$ cat src/rtl/seq_multiplier.sv
// Iterative shift-add multiplier: retires K multiplier bits per clock into a 2W-bit
// product register, with start/busy/done handshake and a held result register z.
module seq_multiplier #(
  parameter int W = 32,
  parameter int K = 1
) (
  input  logic           clk,
  input  logic           rst,
  input  logic           start,
  input  logic           sgn,
  input  logic [W-1:0]   x,
  input  logic [W-1:0]   y,
  output logic           busy,
  output logic           done,
  output logic [2*W-1:0] z
);

  localparam int N  = W / K;
  localparam int CW = (N > 1) ? $clog2(N) : 1;

  localparam logic [1:0] IDLE = 2'd0;
  localparam logic [1:0] RUN  = 2'd1;
  localparam logic [1:0] DONE = 2'd2;

  logic [1:0]     state;
  logic [CW-1:0]  cnt;
  logic [2*W-1:0] p_p0;
  logic [2*W-1:0] p_nxt;
  logic [W-1:0]   y_p0;
  logic           s_p0;
  logic           last;

  // One multiplier bit: W+1-bit accumulate (sign-extended or carry-extended), then shift right.
  function automatic logic [2*W-1:0] shift_add_step(input logic [2*W-1:0] p,
                                                    input logic [W-1:0]   yv,
                                                    input logic           s,
                                                    input logic           sub);
    logic [W:0] hi;
    logic [W:0] ad;
    logic [W:0] acc;
    hi  = s ? {p[2*W-1], p[2*W-1:W]} : {1'b0, p[2*W-1:W]};
    ad  = p[0] ? (s ? {yv[W-1], yv} : {1'b0, yv}) : '0;
    acc = sub ? (hi - ad) : (hi + ad);
    return {acc, p[W-1:1]};
  endfunction

  assign last = (cnt == CW'(N - 1));
  assign busy = (state == RUN);
  assign done = (state == DONE);

  // Stage p0 -> next: K chained steps; the very last step of a signed op subtracts
  always_comb begin
    p_nxt = p_p0;
    for (int i = 0; i < K; i++) begin
      p_nxt = shift_add_step(p_nxt, y_p0, s_p0, s_p0 && last && (i == K - 1));
    end
  end

  always_ff @(posedge clk or posedge rst) begin
    if (rst) begin
      state <= IDLE;
      cnt   <= '0;
      z     <= '0;
    end else begin
      case (state)
        IDLE, DONE: begin
          if (start) begin
            state <= RUN;
            cnt   <= '0;
          end else begin
            state <= IDLE;
          end
        end
        RUN: begin
          cnt <= cnt + 1'b1;
          if (last) begin
            state <= DONE;
            z     <= p_nxt;
          end
        end
        default: state <= IDLE;
      endcase
    end
  end

  // Operand/product datapath registers carry no reset; they are always loaded on start.
  always_ff @(posedge clk) begin
    if ((state != RUN) && start) begin
      p_p0 <= {{W{1'b0}}, x};
      y_p0 <= y;
      s_p0 <= sgn;
    end else if (state == RUN) begin
      p_p0 <= p_nxt;
    end
  end

endmodule

$ cat config.mk
export PLATFORM = sky130hd
export DESIGN_NAME = seq_multiplier
export DESIGN_NICKNAME = d
export VERILOG_FILES = /design/src/rtl/seq_multiplier.sv
export SDC_FILE = /design/constraint.sdc
export NUM_CORES = 1
export LEC_CHECK = 0
export ABC_AREA = 1
export BUFFER_PORTS_ARGS = -buffer_cell sky130_fd_sc_hd__buf_4
export CORE_ASPECT_RATIO = 1.5
export CORE_MARGIN = 1
export CORE_UTILIZATION = 35
export CTS_BUF_LIST = sky130_fd_sc_hd__clkbuf_16
export DETAILED_ROUTE_END_ITERATION = 10
export GPL_TIMING_DRIVEN = 0
export PLACE_DENSITY = 0.52
export SLEW_MARGIN = 20
export SYNTH_ARGS = -nofsm -noshare
export SYNTH_HDL_FRONTEND = slang
export SYNTH_SLANG_ARGS = --single-unit
$ cat constraint.sdc
create_clock -name clk -period 4.64 [get_ports clk]
set_input_delay 0.464 -clock clk [delete_from_list [all_inputs] [get_ports clk]]
set_output_delay 0.464 -clock clk [all_outputs]
set_load 0.05 [all_outputs]
=== Word-level counts from Yosys, hierarchy flattened ===
Cells that the tools add are included.

* Input port bits: 68
* Register bits: 168
* Output and inout port bits: 66

* Add/subtract/negate cells: 3
* Reduce and logical (&&, ||, !) cells: 8
* Mux-type cells: 11
* Equal/unequal tests: 6

{| class="wikitable"
|+ Operator list
! operator !! count
|-
| $mux 33 || 4
|-
| $mux 32 || 2
|-
| $add 33x33->33 || 1
|-
| $sub 33x33->33 || 1
|-
| $pmux 5 s2 || 1
|-
| $add 5x1->5 const B || 1
|-
| $eq 5x5->1 const B || 1
|-
| $mux 5 || 1
|-
| $ne 2x1->1 const B || 2
|-
| $pmux 2 s2 || 1
|-
| $reduce_and 2->1 || 2
|-
| $reduce_bool 2->1 || 2
|-
| $eq 2x1->1 const B || 1
|-
| $eq 2x2->1 const B || 1
|-
| $logic_and 1x1->1 || 2
|-
| $logic_not 2->1 || 1
|-
| $mux 2 || 1
|-
| $ne 2x2->1 const B || 1
|-
| $reduce_or 2->1 || 1
|-
| $mux 1 || 1
|}

=== Depth between registers and ports, before layout ===
Gate-level depths: netlist of the first run.

* Depth in word-level cells: 6
* Mapped depth: 26
* Gate-level depth less buffers: 25

=== Least setup slack after synthesis of the first run ===
No wires, ideal clock.

* Path kind: register to register
* From: register cnt[0]
* To: register z[61]
* Data arrival time: 3.111 ns
* Setup slack: 1.411 ns
* Stages on the path, launching flop included: 22
* Data required time: 4.522 ns
* Cell sequence: dfrtp_1 > ha_1 > nand2_1 > nor2_1 > ha_1 > nand2_1 > clkbuf_1 > clkbuf_1 > o21ai_0 > fa_1 > inv_1 > nand2_1 > nand2_1 > nand2_1 > o21ai_0 > nand2_1 > nand2_1 > nand2_1 > nand2_1 > nand2_1 > nand3_1 > nand2_1

* Word-level cells in the longest chain between the ends: 3
* Elaborated cells between the ends (all ways): 4
* Those cells by class: 1 x eq/ne; 1 x mux; 2 x reduce/logical

{| class="wikitable"
|+ RTL lines
! item !! line !! text
|-
| start: declaration || 26 || <nowiki>logic [CW-1:0] cnt;</nowiki>
|-
| start signal: assignment || 75 || <nowiki>cnt <= cnt + 1'b1;</nowiki>
|-
| $eq 5x5->1 * || 47 || <nowiki>assign last = (cnt == CW'(N - 1));</nowiki>
|-
| $logic_and 1x1->1 || 55 || <nowiki>p_nxt = shift_add_step(p_nxt, y_p0, s_p0, s_p0 && last && (i == K - 1));</nowiki>
|-
| $mux 33 || 43 || <nowiki>acc = sub ? (hi - ad) : (hi + ad);</nowiki>
|-
| end signal: assignment || 78 || <nowiki>z <= p_nxt;</nowiki>
|-
| end: declaration || 15 || <nowiki>output logic [2*W-1:0] z</nowiki>
|}

Every way passes the cells marked *; elsewhere a longest branch is shown, timed or not.
A chain may end at the register's enable or synchronous reset.

=== Worst setup path in the final report of the first run ===
Same ends and word-level chain as after synthesis.

==> results_dict.tcl, run 1 <==
set metrics [dict create \
    synth_top_family_by_area "simple AND/OR/NAND/NOR gates" \
    clkSlewWorstSetupHoldPaths_ns 0.07 \
    antenna-diode-count 0 \
    detail_route.first_pass.iterations 5 \
    timing_hold_violations_final 0 \
    drive_above_1_share_pct 14.69 \
    fmaxAchievable_ghz 0.2368 \
    wl_um 27290 \
    synth_enable_flop_cells 65 \
    starting_density_of_the_core_pct 35.51 \
    tightest_slew_ns 0.8111 \
    antenna_violating_nets_post_route 0 \
    synth_adder_area_share_pct 4.868 \
    postSynthRegisterBits 168 \
    yosysTopAreaCell "edfxtp_1" \
    synthFlopType "dfrtp_1" \
    dieWidth_um 135.9 \
    deepest_level_of_the_cts_h_tree 4 \
    async_reset_ff_share_pct 42.26 \
    drt_iter0_drcs 330 \
    start_kind "flip-flop" \
    clock_latency_ns 0.44 \
    floorplan.die.height_um 202.8 \
    mostFrequentLayoutCells "nand2_1 (475), inv_1 (147), buf_4 (133)" \
    tns_ns 0 \
    tritoncts.num_buffers 17 \
    floorplan.die_area_um2 27550 \
    grt_pass1_vias 8479 \
    synth_largest_type_area_fraction_pct 20.75 \
    remaining_drc_errors 0 \
    most_frequent_standard_cell_in_the_layout_excluding_fill_and_tap_cells "nand2_1" \
    cts.hold.buffers_added 0 \
    area_of_the_mapped_netlist_um2 9407 \
    nets 1493 \
    timing_worst_setup_path_type "reg -> reg" \
    seq_area_frac_synth_pct 46.45 \
    grt_antenna_before_repair 0 \
    crit_fanout 10 \
    floorplan.core_area_um2 26490 \
    post_synth_mux_area_share_pct 0 \
    synth_cells 1234 \
    routed_wire_length_per_instance_um 15.69 \
    period_minus_slack_ns 4.223 \
    grt.overflow.total 0 \
    classification_of_the_worst_slack_hold_path "in -> async" \
    fin_worst_skew_ns 0.007928 \
    syn2layout_area_growth_pct 22.03 \
    io_pins 134 \
    post-route-period-util_pct 91.02 \
    fp-row-count 73 \
    placed_cells_incl_taps 1707 \
    number_of_vias_in_the_routed_layout 8267 \
    grt_setup_unrepaired "no" \
    simple_gate_fraction_of_synth_area_pct 29.01 \
    portBuffers 133 \
    grt_first_pass_wirelength_um 43770 \
    synth_compound_gate_area_share_pct 7.914 \
    dpl-instance-area_um2 10900 \
    report.final.slew_viol_count 0 \
    layout.cell_area.non_filler_um2 11480 \
    status "completed" \
    dpl.hpwl_um 21630 \
    worstSetupEndpointType "flip-flop" \
    gp_congestion 0.9607 \
    synth.avg_cell_area_um2 7.623 \
    root_buffer "clkbuf_16" \
    grt_max_degree 37 \
    fin_util_pct 43.33 \
    synthesis.yosys.warnings 0 \
    synth_nets 1338 \
    cts.path.max_buffers 2 \
    post_drt_via_cell_ratio 4.754 \
    cts_tree "built" \
    setup-violations-final 0 \
    final_cells 1739 \
    cts.sink_count 168 \
    grt_use_total_pct 21.06 \
    ys_top_cells_by_area "edfxtp_1 (21%), nand2_1 (19%), dfrtp_1 (19%)" \
    maxCapViolations 0 \
    netlist-cell-type-count 38 \
    synth_xor_area_share_pct 4.097 \
    relSlewSlack_pct 45.93 \
    worst_ep_arrival_time_ns 4.56 \
    required_ns 4.97 \
]
[final cells by class]
| type | instances | area, µm² |
|---|---|---|
| fill | 2820 | 15010 |
| clock buffer | 18 | 450.4 |
| tap | 337 | 421.7 |
| inverter | 149 | 561.8 |
| clock inverter | 14 | 128.9 |
| timing repair buffer | 136 | 1066 |
| multi-input combinational | 883 | 4317 |
| buffer | 34 | 163.9 |
| sequential | 168 | 4369 |
[state kept, by name, indices dropped and copies added, names as in the netlist]
name and count:
p_p0 64, z 64, y_p0 32, cnt 5, state 2, s_p0 1
[cells by family after synthesis]
| group | count (synthesis) |
|---|---|
| XOR/XNOR | 44 |
| buffers and inverters | 183 |
| AO/OA/AOI/OAI | 141 |
| flip-flops | 168 |
| adder cells (fa/ha/maj) | 36 |
| AND/OR/NAND/NOR | 662 |
[metrics by stage]
stage | setup WS, ns | hold slack (ns)
2_1_floorplan | 1.411 | 0.4326
3_3_place_gp | 0.3276 | 0.4457
3_5_place_dp | 0.3245 | 0.4464
4_1_cts | 0.3150 | 0.05992
5_1_grt | 0.02615 | 0.07781
6_report | 0.4168 | 0.04963
[final timing paths]
check | to | slack [ns] | cells past startpoint | from
max | z[61]$_DFFE_PP0P_ | 0.42 | 20 | cnt[0]$_DFFE_PP0P_
min | z[4]$_DFFE_PP0P_ | 0.05 | 2 | rst
max reg2reg | z[61]$_DFFE_PP0P_ | 0.42 | 20 | cnt[0]$_DFFE_PP0P_
min reg2reg | p_p0[57]$_SDFFE_PP0P_ | 0.46 | 2 | p_p0[57]$_SDFFE_PP0P_
max in group asynchronous | z[21]$_DFFE_PP0P_ | 4.00 | 3 | rst
min in group clk | y_p0[14]$_DFFE_PP_ | 0.19 | 1 | y[14]
[synth_stat cells (7+ instances only)]
library cell and number:
nand2_1 475, inv_1 148, o21ai_0 91, nor2_1 73
dfrtp_1 71, edfxtp_1 65, nand3_1 65, a21oi_1 35
ha_1 35, dfxtp_1 32, xor2_1 29, clkbuf_1 25
xnor2_1 15, nand2_2 14, nand3b_1 7
[worst max-delay path, stage by stage (launching register included)]
cell and delay (ns):
dfrtp_1 0.41, ha_1 0.22, nand2_1 0.09, nor2_1 0.05, ha_1 0.27, nand2_1 0.15, clkbuf_1 0.39, buf_1 0.43
nand2_1 0.12, xor2_1 0.14, inv_1 0.10, ha_1 0.36, nand2_1 0.13, nor2_1 0.21, inv_1 0.06, o21ai_0 0.49
a21oi_1 0.18, nand2_1 0.09, nand2_1 0.07, nand3_1 0.08, nand2_1 0.05
[per-layer routing]
layer,global-route usage (%),vias to the layer above,share of wire [%]
met1,21.92,3832,38
met5,0,-,0
met3,4.594,50,4.4
met2,38.45,167,53
met4,11.75,0,4.6
li1,-,4218,-
[timing repair]
item / CTS / global route
setup endpoints to repair: 0 / 2
setup buffers: 0 / 0
gates resized for setup: 0 / 2
hold endpoints to repair: 0 / 0
Power of run 1 is left out: the tool's default activity adds up to more than one toggle a clock period on the data nets, which glitch-free logic cannot reach.
==> run 2, diff against run 1 <==
MAX_ROUTING_LAYER = met4   (was default)
==> run 2 against run 1 <==
  * First-iteration DRC count increased by 21%
  * Critical path depth increased by 2
  * Die area unchanged
  * Fmax increased by 2.1%
  * Setup slack improved by 0.087 ns
  * Core utilization increased by 0.16 points
  * Routed wire length decreased by 0.74%
  * Via count decreased by 1.1%
  * Critical path type unchanged
==> results_dict.tcl, run 2 (same netlist as run 1, synthesis figures left out) <==
set metrics [dict create \
    crit_fanout 10 \
    start_kind "flip-flop" \
    drt_iter0_drcs 400 \
    deepest_level_of_the_cts_h_tree 4 \
    report.final.slew_viol_count 0 \
    setup-violations-final 0 \
    drive_above_1_share_pct 14.91 \
    relSlewSlack_pct 46.01 \
    classification_of_the_worst_slack_hold_path "in -> async" \
    routed_wire_length_per_instance_um 15.58 \
    grt_use_total_pct 21.37 \
    floorplan.core_area_um2 26490 \
    post_drt_via_cell_ratio 4.699 \
    floorplan.die.height_um 202.8 \
    remaining_drc_errors 0 \
    dpl-instance-area_um2 10910 \
    fp-row-count 73 \
    fmaxAchievable_ghz 0.2418 \
    starting_density_of_the_core_pct 35.51 \
    fin_util_pct 43.49 \
    required_ns 4.97 \
    dpl.hpwl_um 21550 \
    syn2layout_area_growth_pct 22.47 \
    clkSlewWorstSetupHoldPaths_ns 0.07 \
    multi_input_comb_area_um2 4317 \
    mostFrequentLayoutCells "nand2_1 (475), inv_1 (146), buf_4 (133)" \
    portBuffers 133 \
    antenna_violating_nets_post_route 0 \
    grt.overflow.total 0 \
    fillCellCount 2800 \
    tns_ns 0 \
    worst_ep_arrival_time_ns 4.46 \
    fin_worst_skew_ns 0.01128 \
    final_cells 1739 \
    layout.cell_area.non_filler_um2 11520 \
    clock_latency_ns 0.43 \
    most_frequent_standard_cell_in_the_layout_excluding_fill_and_tap_cells "nand2_1" \
    worstSetupEndpointType "flip-flop" \
    maxCapViolations 0 \
    status "completed" \
    cts.path.max_buffers 2 \
    grt_pass1_vias 8252 \
    tightest_slew_ns 0.8098 \
    grt_antenna_before_repair 0 \
    floorplan.die_area_um2 27550 \
    period_minus_slack_ns 4.136 \
    grt_max_degree 43 \
    biggestRegsByFlops "p_p0 x64, z x64, y_p0 x32" \
    gp_congestion 0.9602 \
    timing_hold_violations_final 0 \
    grt_setup_unrepaired "no" \
    placed_cells_incl_taps 1707 \
    cts.sink_count 168 \
    post-route-period-util_pct 89.13 \
    dieWidth_um 135.9 \
    io_pins 134 \
    wl_um 27090 \
    number_of_vias_in_the_routed_layout 8172 \
    cts_tree "built" \
    grt_first_pass_wirelength_um 42880 \
    seq_area_um2 4369 \
    timing_worst_setup_path_type "reg -> reg" \
    antenna-diode-count 0 \
    detail_route.first_pass.iterations 5 \
    nets 1493 \
    root_buffer "clkbuf_16" \
    tritoncts.num_buffers 17 \
]
[run 2: metal layers]
| metal | vias up | routed length [µm] | GRT usage (%) |
|---|---|---|---|
| li1 | 4230 | - | - |
| met1 | 3759 | 10280 | 22.31 |
| met2 | 147 | 14790 | 38.50 |
| met3 | 36 | 1042 | 4.045 |
| met4 | 0 | 974 | 9.246 |
| met5 | - | 0 | - |
[run 2: final timing paths]
path	end	start	slack, ns	cells past startpoint
max	z[62]$_DFFE_PP0P_	cnt[0]$_DFFE_PP0P_	0.50	22
min	z[44]$_DFFE_PP0P_	rst	0.03	2
max reg2reg	z[62]$_DFFE_PP0P_	cnt[0]$_DFFE_PP0P_	0.50	22
min reg2reg	p_p0[60]$_SDFFE_PP0P_	p_p0[60]$_SDFFE_PP0P_	0.46	2
max in group asynchronous	z[31]$_DFFE_PP0P_	rst	4.03	3
min in group clk	y_p0[28]$_DFFE_PP_	y[28]	0.20	1
[run 2: repair_timing]
item                                    in CTS  in global routing
endpoints found under the setup margin       0                  6
buffers inserted                             0                  0
resized for setup                            0                  3
hold buffers                                 0                  0
[run 2: metrics by stage]
stage | setup WS, ns | hold slack (ns)
floorplan | 1.411 | 0.4326
finish | 0.5042 | 0.03255
detailed placement | 0.2814 | 0.4505
CTS | 0.2656 | 0.03589
global route | 0.08498 | 0.05449
global placement | 0.3198 | 0.4466
[run 2: layout make-up]
cell class	instances	share of cell area, %
Timing Repair Buffer	136	9.319
Tap cell	337	3.660
Sequential cell	168	37.93
Clock buffer	18	3.910
Inverter	149	4.877
Clock inverter	14	1.412
Multi-Input combinational cell	883	37.47
Buffer	34	1.423
[run 2: critical path, stage by stage, from the launching register on]
cell and delay [ns]:
dfrtp_1 0.41, ha_1 0.22, nand2_1 0.09, nor2_1 0.04, ha_1 0.26, nand2_1 0.15, clkbuf_1 0.39, buf_1 0.43
o21ai_0 0.19, xor2_1 0.18, inv_1 0.10, ha_1 0.36, nand2_1 0.11, nor2_1 0.21, inv_1 0.10, nor2_1 0.11
nor2_1 0.04, nand2_1 0.18, nand2_1 0.15, nand2_1 0.09, nand2_1 0.06, nand3_1 0.08, nand2_1 0.05
Power of run 2 is left out for the same reason.
